===== src/rtl/l2_line_adaptor.sv =====
// Adapts 256-bit L2 line requests to a 64-bit burst memory port: four beats per
// line, packing read beats into the line buffer and slicing it for writebacks.
module l2_line_adaptor #(
  parameter int S_LINE   = 256,
  parameter int S_BURST  = 64,
  parameter int BEATS    = S_LINE / S_BURST,
  parameter int S_OFFSET = 5
) (
  input  logic               clk,
  input  logic               rst,
  input  logic [31:0]        address_i,
  input  logic               read_i,
  input  logic               write_i,
  input  logic [S_LINE-1:0]  line_i,
  output logic [S_LINE-1:0]  line_o,
  output logic               resp_o,
  output logic [31:0]        address_o,
  output logic               read_o,
  output logic               write_o,
  output logic [S_BURST-1:0] burst_o,
  input  logic [S_BURST-1:0] burst_i,
  input  logic               resp_i
);
  localparam int CNT_W = (BEATS > 1) ? $clog2(BEATS) : 1;
  localparam logic [CNT_W-1:0] LAST = CNT_W'(BEATS - 1);

  typedef enum logic [1:0] {IDLE, READ, WRITE, DONE} state_t;

  state_t            state, state_nxt;
  logic [CNT_W-1:0]  beat;
  logic [S_LINE-1:0] line_buf;
  logic [31:0]       addr;

  always_ff @(posedge clk or posedge rst) begin
    if (rst) state <= IDLE;
    else     state <= state_nxt;
  end

  always_comb begin
    state_nxt = state;
    case (state)
      IDLE:    if (read_i) state_nxt = READ;
               else if (write_i) state_nxt = WRITE;
      READ:    if (resp_i && beat == LAST) state_nxt = DONE;
      WRITE:   if (resp_i && beat == LAST) state_nxt = DONE;
      DONE:    state_nxt = IDLE;
      default: state_nxt = IDLE;
    endcase
  end

  // Read wins over a simultaneous write, so the writeback line is only captured
  // when read_i is low.
  always_ff @(posedge clk or posedge rst) begin
    if (rst) begin
      beat     <= '0;
      addr     <= '0;
      line_buf <= '0;
    end else begin
      case (state)
        IDLE: begin
          if (read_i || write_i) begin
            addr <= {address_i[31:S_OFFSET], {S_OFFSET{1'b0}}};
            beat <= '0;
            if (!read_i) line_buf <= line_i;
          end
        end
        READ: begin
          if (resp_i) begin
            line_buf[S_BURST*beat +: S_BURST] <= burst_i;
            beat <= beat + CNT_W'(1);
          end
        end
        WRITE: begin
          if (resp_i) beat <= beat + CNT_W'(1);
        end
        default: ;
      endcase
    end
  end

  assign read_o    = (state == READ);
  assign write_o   = (state == WRITE);
  assign resp_o    = (state == DONE);
  assign address_o = addr;
  assign line_o    = line_buf;
  assign burst_o   = line_buf[S_BURST*beat +: S_BURST];

endmodule


===== config.mk =====
export PLATFORM = sky130hd
export DESIGN_NAME = l2_line_adaptor
export DESIGN_NICKNAME = d
export VERILOG_FILES = /design/src/rtl/l2_line_adaptor.sv
export SDC_FILE = /design/constraint.sdc
export NUM_CORES = 1
export LEC_CHECK = 0
export CAP_MARGIN = 20
export CORE_AREA = 5 5 271 273
export DETAILED_ROUTE_END_ITERATION = 10
export DIE_AREA = 0 0 276 278
export GPL_TIMING_DRIVEN = 0
export PLACE_DENSITY_LB_ADDON = 0.08
export SYNTH_ARGS = -nofsm -noshare
export SYNTH_HDL_FRONTEND = slang
export SYNTH_SLANG_ARGS = --single-unit

===== constraint.sdc =====
create_clock -name clk -period 12.1 [get_ports clk]
set_input_delay 2.42 -clock clk [delete_from_list [all_inputs] [get_ports clk]]
set_output_delay 2.42 -clock clk [all_outputs]
set_load 0.05 [all_outputs]

==> flow_metrics.py, run 1 <==
metrics = {
    "cts": {
        "clock_sinks": 287,
        "cts_tree": "done",
        "ctsResizeCount": 0,
        "clkTransAtPathRegs_ns": 0.06,
        "cts_setup_buffers": 0,
        "cts_buffers": 40,
        "clock_latency_ns": 0.55,
        "postCtsHoldBufs": 0,
        "cts_root_buffer": "clkbuf_16",
        "ctsHtreeMaxLevel": 2,
        "clockBufferDepth": 3,
    },
    "setup_path": {
        "cp-endpoint": "burst_o[6]",
        "cp-start-kind": "flop",
        "r2r_setup_slack_ns": 7.47,
        "end_kind": "output port",
        "rr_startpoint": "beat[0]$_DFFE_PP0P_",
        "r2r_cells": 10,
        "cp_max_fo": 10,
        "worstPathRequired_ns": 9.68,
        "r2r_end": "line_o[205]$_DFFE_PP0P_",
        "critPathLaunch": "beat[0]$_DFFE_PP0P_",
        "crit_type": "flop to output port",
        "cp.arrival_ns": 3.97,
    },
    "logic_synthesis": {
        "avgSynthCellArea_um2": 12.4,
        "synth_seq_area_share_pct": 43.2,
        "ys_ff_latch": 287,
        "ys.flop_type": "dfrtp_1",
        "synthCells": 1340,
        "synthArstFlopShare_pct": 100,
        "yosys_warnings": 0,
        "synth-edff-count": 0,
        "syn-cell-area_um2": 16600,
        "synth_cell_types": 33,
    },
    "timing": {
        "layout_setup_ws_ns": 5.71,
        "hold_viol_final": 0,
        "finalClockSkew_ns": 0.0119,
        "post-route-period-util_pct": 52.8,
        "slew_violations": 0,
        "fin_hold_ws_ns": 0.505,
        "max-slew-margin-rel_pct": 17.3,
        "worstMarginPinSlew_ns": 1.24,
        "setup_tns_ns": 0,
        "setup-violations-final": 0,
        "max_clock_freq_mhz": 156,
        "finalCriticalPeriod_ns": 6.39,
        "rsz0062_at_grt": "false",
    },
    "detailed_routing": {
        "wire_per_inst_um": 31.3,
        "drt_iter0_drc": 1024,
        "drc": 0,
        "vias": 15300,
        "routed_via_density": 4.98,
        "firstDrtPassIters": 5,
        "wirelength_mm": 96.4,
        "route.antenna.remaining_nets": 0,
    },
    "die": {
        "die_w_um": 276,
        "core_area_um2": 70900,
        "dieArea_um2": 76700,
        "die_h_um": 278,
        "initial_core_util_pct": 23.4,
        "row_count": 98,
        "io_pins": 712,
    },
    "pwr": {
        "ir_drop_mv": 0.171,
        "power_density_nw_per_um2": 380,
        "p_leak_nw": 10.6,
    },
    "finish": {
        "fillCellCount": 7033,
        "multiInputGateArea_um2": 8120,
        "syn2layout_area_growth_pct": 57.9,
        "seqCellArea_um2": 7180,
        "layout_commonest_cell": "clkdlybuf4s50_1",
        "drive_gt1_share_pct": 22.4,
        "final_cell_mix": "clkdlybuf4s50_1, dfrtp_1, mux2_2, nand2_1, inv_1",
        "num-nets-final": 2459,
    },
    "place": {
        "dpl_worst_slack_ns": 6.22,
        "portBuffers": 701,
        "dpl.hpwl_mm": 70.9,
        "place.gp.congestion": 0.846,
    },
    "outcome": {
        "status": "finished, final reports clean",
    },
    "grt": {
        "grt_overflow_total": 0,
        "track_usage_pct": 24.1,
        "antenna_found_initial": 18,
        "grt_max_degree": 105,
        "grt_first_pass_wirelength_mm": 135,
        "grt_pass1_vias": 16700,
    },
    "run": {
        "cap_violations": 0,
    },
    "hold_path": {
        "worstHoldPathType": "flop to flop",
    },
}
==> state kept, by name, indices dropped and copies added (netlist names) <==
name,cells
state,2
address_o,27
beat,2
line_o,256
==> through the flow <==
stage	utilization, %	area [µm²]	power [mW]	cells
final	37.0	26200	9.97	3079
after global routing	37.0	26200	10.4	3076
after CTS	37.0	26200	10.1	3070
after detailed placement	35.2	24900	8.84	2999
after global placement	35.0	24800	8.81	2995
after floorplan	-	16600	6.20	1344
==> layer usage <==
| layer | wire length (µm) | vias to the layer above | GRT usage (%) | part of all wire (%) |
|---|---|---|---|---|
| met3 | 8010 | 112 | 7.66 | 8.3 |
| met1 | 38000 | 7938 | 29.1 | 39 |
| met4 | 2590 | 16 | 6.38 | 2.7 |
| met5 | 104 | - | 0 | 0.11 |
| li1 | - | 6620 | - | - |
| met2 | 47700 | 652 | 41.7 | 50 |
==> cells by family (layout without fill, tap and decap cells) <==
kind of cell               count (synthesis)  count (layout)  synth area share (%)
and+or+nand+nor                          146             146                  3.58
adders and majority gates                 10              10                 0.753
buffers and inverters                    280            1057                  8.01
DFF                                      287             287                  43.2
AOI/OAI and AO/OA                        267             267                  15.3
muxes                                    349             349                  29.1
other                                      1              13                0.0226
==> power by group <==
part / switching, mW / internal [mW] / leakage [nW]
logic: 4.39 / 2.49 / 6.48
registers: 0.453 / 1.45 / 3.51
clock network: 0.476 / 0.701 / 0.630
total: 5.32 / 4.65 / 10.6
==> worst min-delay path by stage <==
| stage | endpoint | slack, ns | start | cells past startpoint |
|---|---|---|---|---|
| after global placement | address_o[6]$_DFFE_PP0P_ | 0.49 | address_o[6]$_DFFE_PP0P_ | 1 |
| after global routing | address_o[5]$_DFFE_PP0P_ | 0.52 | address_o[5]$_DFFE_PP0P_ | 1 |
| after floorplan | state[0]$_DFFE_PP0P_ | 0.54 | state[0]$_DFFE_PP0P_ | 1 |
| final | address_o[7]$_DFFE_PP0P_ | 0.50 | address_o[7]$_DFFE_PP0P_ | 1 |
| after CTS | address_o[7]$_DFFE_PP0P_ | 0.50 | address_o[7]$_DFFE_PP0P_ | 1 |
| after detailed placement | address_o[10]$_DFFE_PP0P_ | 0.50 | address_o[10]$_DFFE_PP0P_ | 1 |
==> layout make-up <==
| type | count | area share (%) |
|---|---|---|
| tap | 950 | 4.53 |
| multi-input combinational | 777 | 30.9 |
| timing repair buffer | 706 | 27.1 |
| antenna | 8 | 0.0763 |
| clock inverter | 4 | 0.0906 |
| buffer | 144 | 3.14 |
| inverter | 136 | 1.97 |
| clock buffer | 67 | 4.78 |
| sequential | 287 | 27.4 |
==> cells in the mapped netlist, drive strengths merged, types with 3 or more instances <==
cell      n  area (µm²)
o32ai   128        1120
nand2b    3        26.3
ha       10         125
mux4     64        1440
nand2   135         507
clkbuf   72         270
mux2    283        3370
inv     136         510
dfrtp   287        7180
a32o    128        1280
a22oi     4        85.1
buf      72         551
==> critical path: stages, from the launching register on <==
cell	delay, ns
dfrtp_1	0.50
clkbuf_1	0.84
clkbuf_2	0.83
mux4_2	0.37
clkdlybuf4s50_1	0.88
No activity file was read; power rests on OpenSTA's default activity.
==> run 2: changes to the inputs <==
--- a/config.mk
+++ b/config.mk
@@ -6,9 +6,9 @@
 export NUM_CORES = 1
 export LEC_CHECK = 0
 export CAP_MARGIN = 20
-export CORE_AREA = 5 5 271 273
+export CORE_AREA = 5 5 276 278
 export DETAILED_ROUTE_END_ITERATION = 10
-export DIE_AREA = 0 0 276 278
+export DIE_AREA = 0 0 281 283
 export GPL_TIMING_DRIVEN = 0
 export PLACE_DENSITY_LB_ADDON = 0.08
 export SYNTH_ARGS = -nofsm -noshare
==> constraint.sdc (replaced) <==
create_clock -name clk -period 5.6 [get_ports clk]
set_input_delay 1.12 -clock clk [delete_from_list [all_inputs] [get_ports clk]]
set_output_delay 1.12 -clock clk [all_outputs]
set_load 0.05 [all_outputs]
==> flow_metrics.py, run 2 (synthesis results as in run 1) <==
metrics = {
    "timing": {
        "rsz0062_at_grt": "false",
        "setup_tns_ns": 0,
        "worstMarginPinSlew_ns": 1.20,
        "post-route-period-util_pct": 89.9,
        "setup-violations-final": 0,
        "hold_viol_final": 0,
        "max-slew-margin-rel_pct": 20.3,
        "finalClockSkew_ns": 0.00980,
        "finalCriticalPeriod_ns": 5.04,
        "fin_hold_ws_ns": 0.501,
        "layout_setup_ws_ns": 0.565,
        "max_clock_freq_mhz": 199,
        "slew_violations": 0,
    },
    "setup_path": {
        "crit_chain": "clkbuf_1 > clkbuf_2 > mux4_2 > clkdlybuf4s50_1",
        "slowest_delay_ns": 0.89,
        "critPathTopFamily": "buffers and inverters",
        "end_kind": "output port",
        "worstPathRequired_ns": 4.48,
        "cp-start-kind": "flop",
        "worst-path-buf-inv": 3,
        "crit_slowest_cell": "clkdlybuf4s50_1",
        "crit_type": "flop to output port",
        "cp_max_fo": 11,
        "cp.arrival_ns": 3.92,
    },
    "finish": {
        "final_cell_mix": "clkdlybuf4s50_1, dfrtp_1, mux2_2, nand2_1, inv_1",
        "syn2layout_area_growth_pct": 59.4,
        "largest_register_ffs": 256,
        "num-nets-final": 2465,
        "fin_cells": 3105,
        "stdcell_area_um2": 26500,
        "drive_gt1_share_pct": 23.0,
        "layout_commonest_cell": "clkdlybuf4s50_1",
        "utilization_pct": 36.0,
    },
    "place": {
        "place_area_um2": 25100,
        "dpl.hpwl_mm": 72.5,
        "placed_cells": 3024,
        "portBuffers": 701,
        "place.gp.congestion": 0.825,
        "dpl_worst_slack_ns": 0.819,
    },
    "grt": {
        "grt_pass1_vias": 16500,
        "antenna_found_initial": 17,
        "grt_first_pass_wirelength_mm": 135,
        "grt_overflow_total": 0,
        "grt_max_degree": 37,
        "track_usage_pct": 23.6,
    },
    "hold_path": {
        "worstHoldPathType": "flop to flop",
    },
    "detailed_routing": {
        "drt_iter0_drc": 1034,
        "route.antenna.remaining_nets": 0,
        "vias": 15500,
        "firstDrtPassIters": 5,
        "wirelength_mm": 97.6,
        "wire_per_inst_um": 31.4,
        "routed_via_density": 4.98,
        "drc": 0,
    },
    "cts": {
        "ctsResizeCount": 0,
        "clkTransAtPathRegs_ns": 0.06,
        "ctsHtreeMaxLevel": 2,
        "clock_latency_ns": 0.55,
        "postCtsHoldBufs": 0,
        "cts_buffers": 40,
        "clockBufferDepth": 3,
        "cts_setup_buffers": 0,
        "clock_sinks": 287,
        "cts_tree": "done",
        "cts_root_buffer": "clkbuf_16",
    },
    "die": {
        "dieArea_um2": 79500,
        "row_count": 100,
        "io_pins": 712,
        "core_area_um2": 73700,
        "die_h_um": 283,
        "initial_core_util_pct": 22.5,
        "die_w_um": 281,
    },
    "outcome": {
        "status": "finished, final reports clean",
    },
    "pwr": {
        "totalPowerFinal_mw": 21.8,
        "ir_drop_mv": 0.460,
        "p_leak_nw": 10.7,
        "power_density_nw_per_um2": 823,
    },
    "run": {
        "cap_violations": 0,
    },
}
[run 2: cell types whose count changed in the layout (fill, tap and decap cells not counted), moves of 2 or more]
cell	previous run	this run
buf_12	0	9
clkbuf_1	84	75
bufinv_16	0	4
clkinvlp_4	0	3
buf_16	2	0
clkinv_2	3	5
diode_2	8	10
[run 2: layout make-up]
type	count	area, µm²
Tap cell	969	1210
Timing Repair Buffer	712	7220
Multi-Input combinational cell	777	8120
Clock buffer	59	1230
Fill cell	7375	47200
Sequential cell	287	7180
Antenna cell	10	25.0
Clock inverter	11	160
Buffer	144	825
Inverter	136	514
[run 2: power breakdown]
| part | switching, mW | leakage, nW | total, mW | internal [mW] |
|---|---|---|---|---|
| logic | 9.54 | 6.53 | 14.9 | 5.39 |
| clock network | 1.05 | 0.687 | 2.75 | 1.70 |
| registers | 0.986 | 3.51 | 4.12 | 3.14 |
| total | 11.6 | 10.7 | 21.8 | 10.2 |
[run 2: routing by layer]
layer	track usage, %	up-vias	part of all wire (%)
met3	6.73	115	7.9
met1	29.3	8061	40
met2	40.5	624	49
li1	-	6659	-
met4	5.79	12	2.6
met5	0	-	0.083
[run 2: worst paths after layout]
kind / from / to / slack [ns] / cells after the start
worst max-delay path: beat[0]$_DFFE_PP0P_ / burst_o[6] / 0.56 / 4
worst max register to register: beat[0]$_DFFE_PP0P_ / line_o[203]$_DFFE_PP0P_ / 0.71 / 9
max in group asynchronous: rst / line_o[89]$_DFFE_PP0P_ / 3.49 / 5
worst min-delay path: address_o[11]$_DFFE_PP0P_ / address_o[11]$_DFFE_PP0P_ / 0.50 / 1
min in group asynchronous: rst / line_o[121]$_DFFE_PP0P_ / 0.99 / 2
worst min register to register: address_o[11]$_DFFE_PP0P_ / address_o[11]$_DFFE_PP0P_ / 0.50 / 1
==> RTL change: new RTL, flow settings as in run 2 <==
Make the reset (`rst`) synchronous in 2 clocked blocks.
--- a/src/rtl/l2_line_adaptor.sv
+++ b/src/rtl/l2_line_adaptor.sv
@@ -31,7 +31,7 @@
   logic [S_LINE-1:0] line_buf;
   logic [31:0]       addr;
 
-  always_ff @(posedge clk or posedge rst) begin
+  always_ff @(posedge clk) begin
     if (rst) state <= IDLE;
     else     state <= state_nxt;
   end
@@ -50,7 +50,7 @@
 
   // Read wins over a simultaneous write, so the writeback line is only captured
   // when read_i is low.
-  always_ff @(posedge clk or posedge rst) begin
+  always_ff @(posedge clk) begin
     if (rst) begin
       beat     <= '0;
       addr     <= '0;
Function: not settled (the Yosys comparison gave no result); the edit may change what the design does.
==> RTL change against run 2 <==
Power decreased by 29%. Sequential cell count unchanged. Synthesized area decreased by 15%. Worst hold slack got worse by 0.047 ns. Die area unchanged. Global-route usage increased by 0.82 points. Register-to-register slack improved by 1.1 ns. Final area decreased by 11%. Clock power decreased by 8.0%. Wire length increased by 5.1%. Setup slack improved by 0.35 ns. Count of clock-buffer cells in the layout unchanged. Critical path type unchanged.
==> RTL change: results (changes against run 2) <==
Parameter                              Value

GRT
  Global-route wire length before repair    138000 um (+2.1%)
  Number of antenna violations at the first check in global routing    16 (-1)
  Pin count of the biggest net entering global routing    11 (-70%)

Yosys
  Mean cell area of the mapped netlist    9.92 sq um (-20%)
  Number of distinct library cells after synthesis    35 (+6.1%)
  Commonest cells post-synth    sky130_fd_sc_hd__dfxtp_1 (287), sky130_fd_sc_hd__nor2_1 (259), sky130_fd_sc_hd__a221oi_1 (196)
  Post-synthesis sequential area ratio    40.6% (-2.6 points)
  Largest cells by area after synthesis    sky130_fd_sc_hd__dfxtp_1 (41%), sky130_fd_sc_hd__a221oi_1 (12%), sky130_fd_sc_hd__mux4_2 (10%)
  Area share of the largest cell type after synthesis    40.6% (-2.6 points)
  Async set or reset register ratio after synthesis    0% (-100 points)

Layout
  Sequential cell area    5750 sq um (-20%)
  Fin cells    3179 (+2.4%)
  Share of layout cells above drive strength 1    16.2% (-6.8 points)
  Nets@finish    2542 (+3.1%)
  Layout filler cell count    7674 (+4.1%)

Timing
  Worst Max-Slew Pin Slew    1.04 ns (-0.155 ns)
  Worst-case clock skew    0.0160 ns (+0.00622 ns)

Power
  Static Leak    8.34 nW (-22%)

Critical path
  Maximum fanout count along the critical path    10 (-1)
  Crit path arrival time    3.56 ns (-0.36 ns)
  Largest stage delay, worst path    0.75 ns (-0.14 ns)

Routing
  Detailed-route wire length    103000 um (+5.1%)
  Via density per instance    4.98 (about the same)

Place
  Post-DP HPWL    77400 um (+6.7%)
  Area post-placement    22400 sq um (-11%)
  Post-Place Worst Slack    1.41 ns (+0.596 ns)
  Last weighted congestion value of the routability-driven placer    0.904 (+9.5%)
  Placed instance count    3102 (+2.6%)

Clock network
  Worst skew pair latency    0.57 ns (+0.02 ns)

Status
  Run status    completed
[RTL change: path summary, 6_finish.rpt]
check                start  cells after the start  slack [ns]       endpoint
max                beat[0]                      5        0.92    burst_o[24]
min          address_o[22]                      2        0.45  address_o[22]
max reg2reg        beat[0]                     11        1.81     line_o[76]
min reg2reg  address_o[22]                      2        0.45  address_o[22]
[RTL change: logic make-up (layout without fill, tap and decap cells)]
logic type      count (synthesis)  count (layout)  share of synthesized area (%)
buf+inv                       176             943                           6.83
compound gates                304             304                           20.8
simple gates                  583             583                           20.5
other cells                     1              17                         0.0265
flops                         287             287                           40.6
mux                            66              66                           10.3
fa+ha+maj                      10              10                          0.884
[RTL change: final cells by class]
type | count | area share (%)
Timing Repair Buffer | 702 | 29.7
Multi-Input combinational cell | 968 | 31.5
Buffer | 168 | 3.98
Inverter | 8 | 0.127
Antenna cell | 12 | 0.127
Sequential cell | 287 | 24.3
Clock buffer | 59 | 4.83
Clock inverter | 6 | 0.370
Tap cell | 969 | 5.12
[RTL change: worst max-delay path: cells and delay by family (launching register included)]
| family | cells | cell delay, ns |
|---|---|---|
| mux | 1 | 0.64 |
| flops | 1 | 0.40 |
| buf+inv | 4 | 1.94 |
[RTL change: metal layers]
metal,vias up,GRT usage (%),wire (um)
li1,6988,-,-
met1,8027,29.3,40900
met2,678,42.5,50500
met3,127,7.25,8290
met4,12,6.50,2740
met5,-,0,80
[RTL change: power groups by stage]
| stage | logic [mW] | clock network (mW) | registers [mW] |
|---|---|---|---|
| after floorplan | 3.70 | 0 | 5.52 |
| after global placement | 9.63 | 0 | 3.43 |
| after detailed placement | 9.67 | 0 | 3.46 |
| after CTS | 9.69 | 2.60 | 3.42 |
| after global routing | 10.1 | 2.67 | 3.49 |
| final | 9.61 | 2.53 | 3.41 |
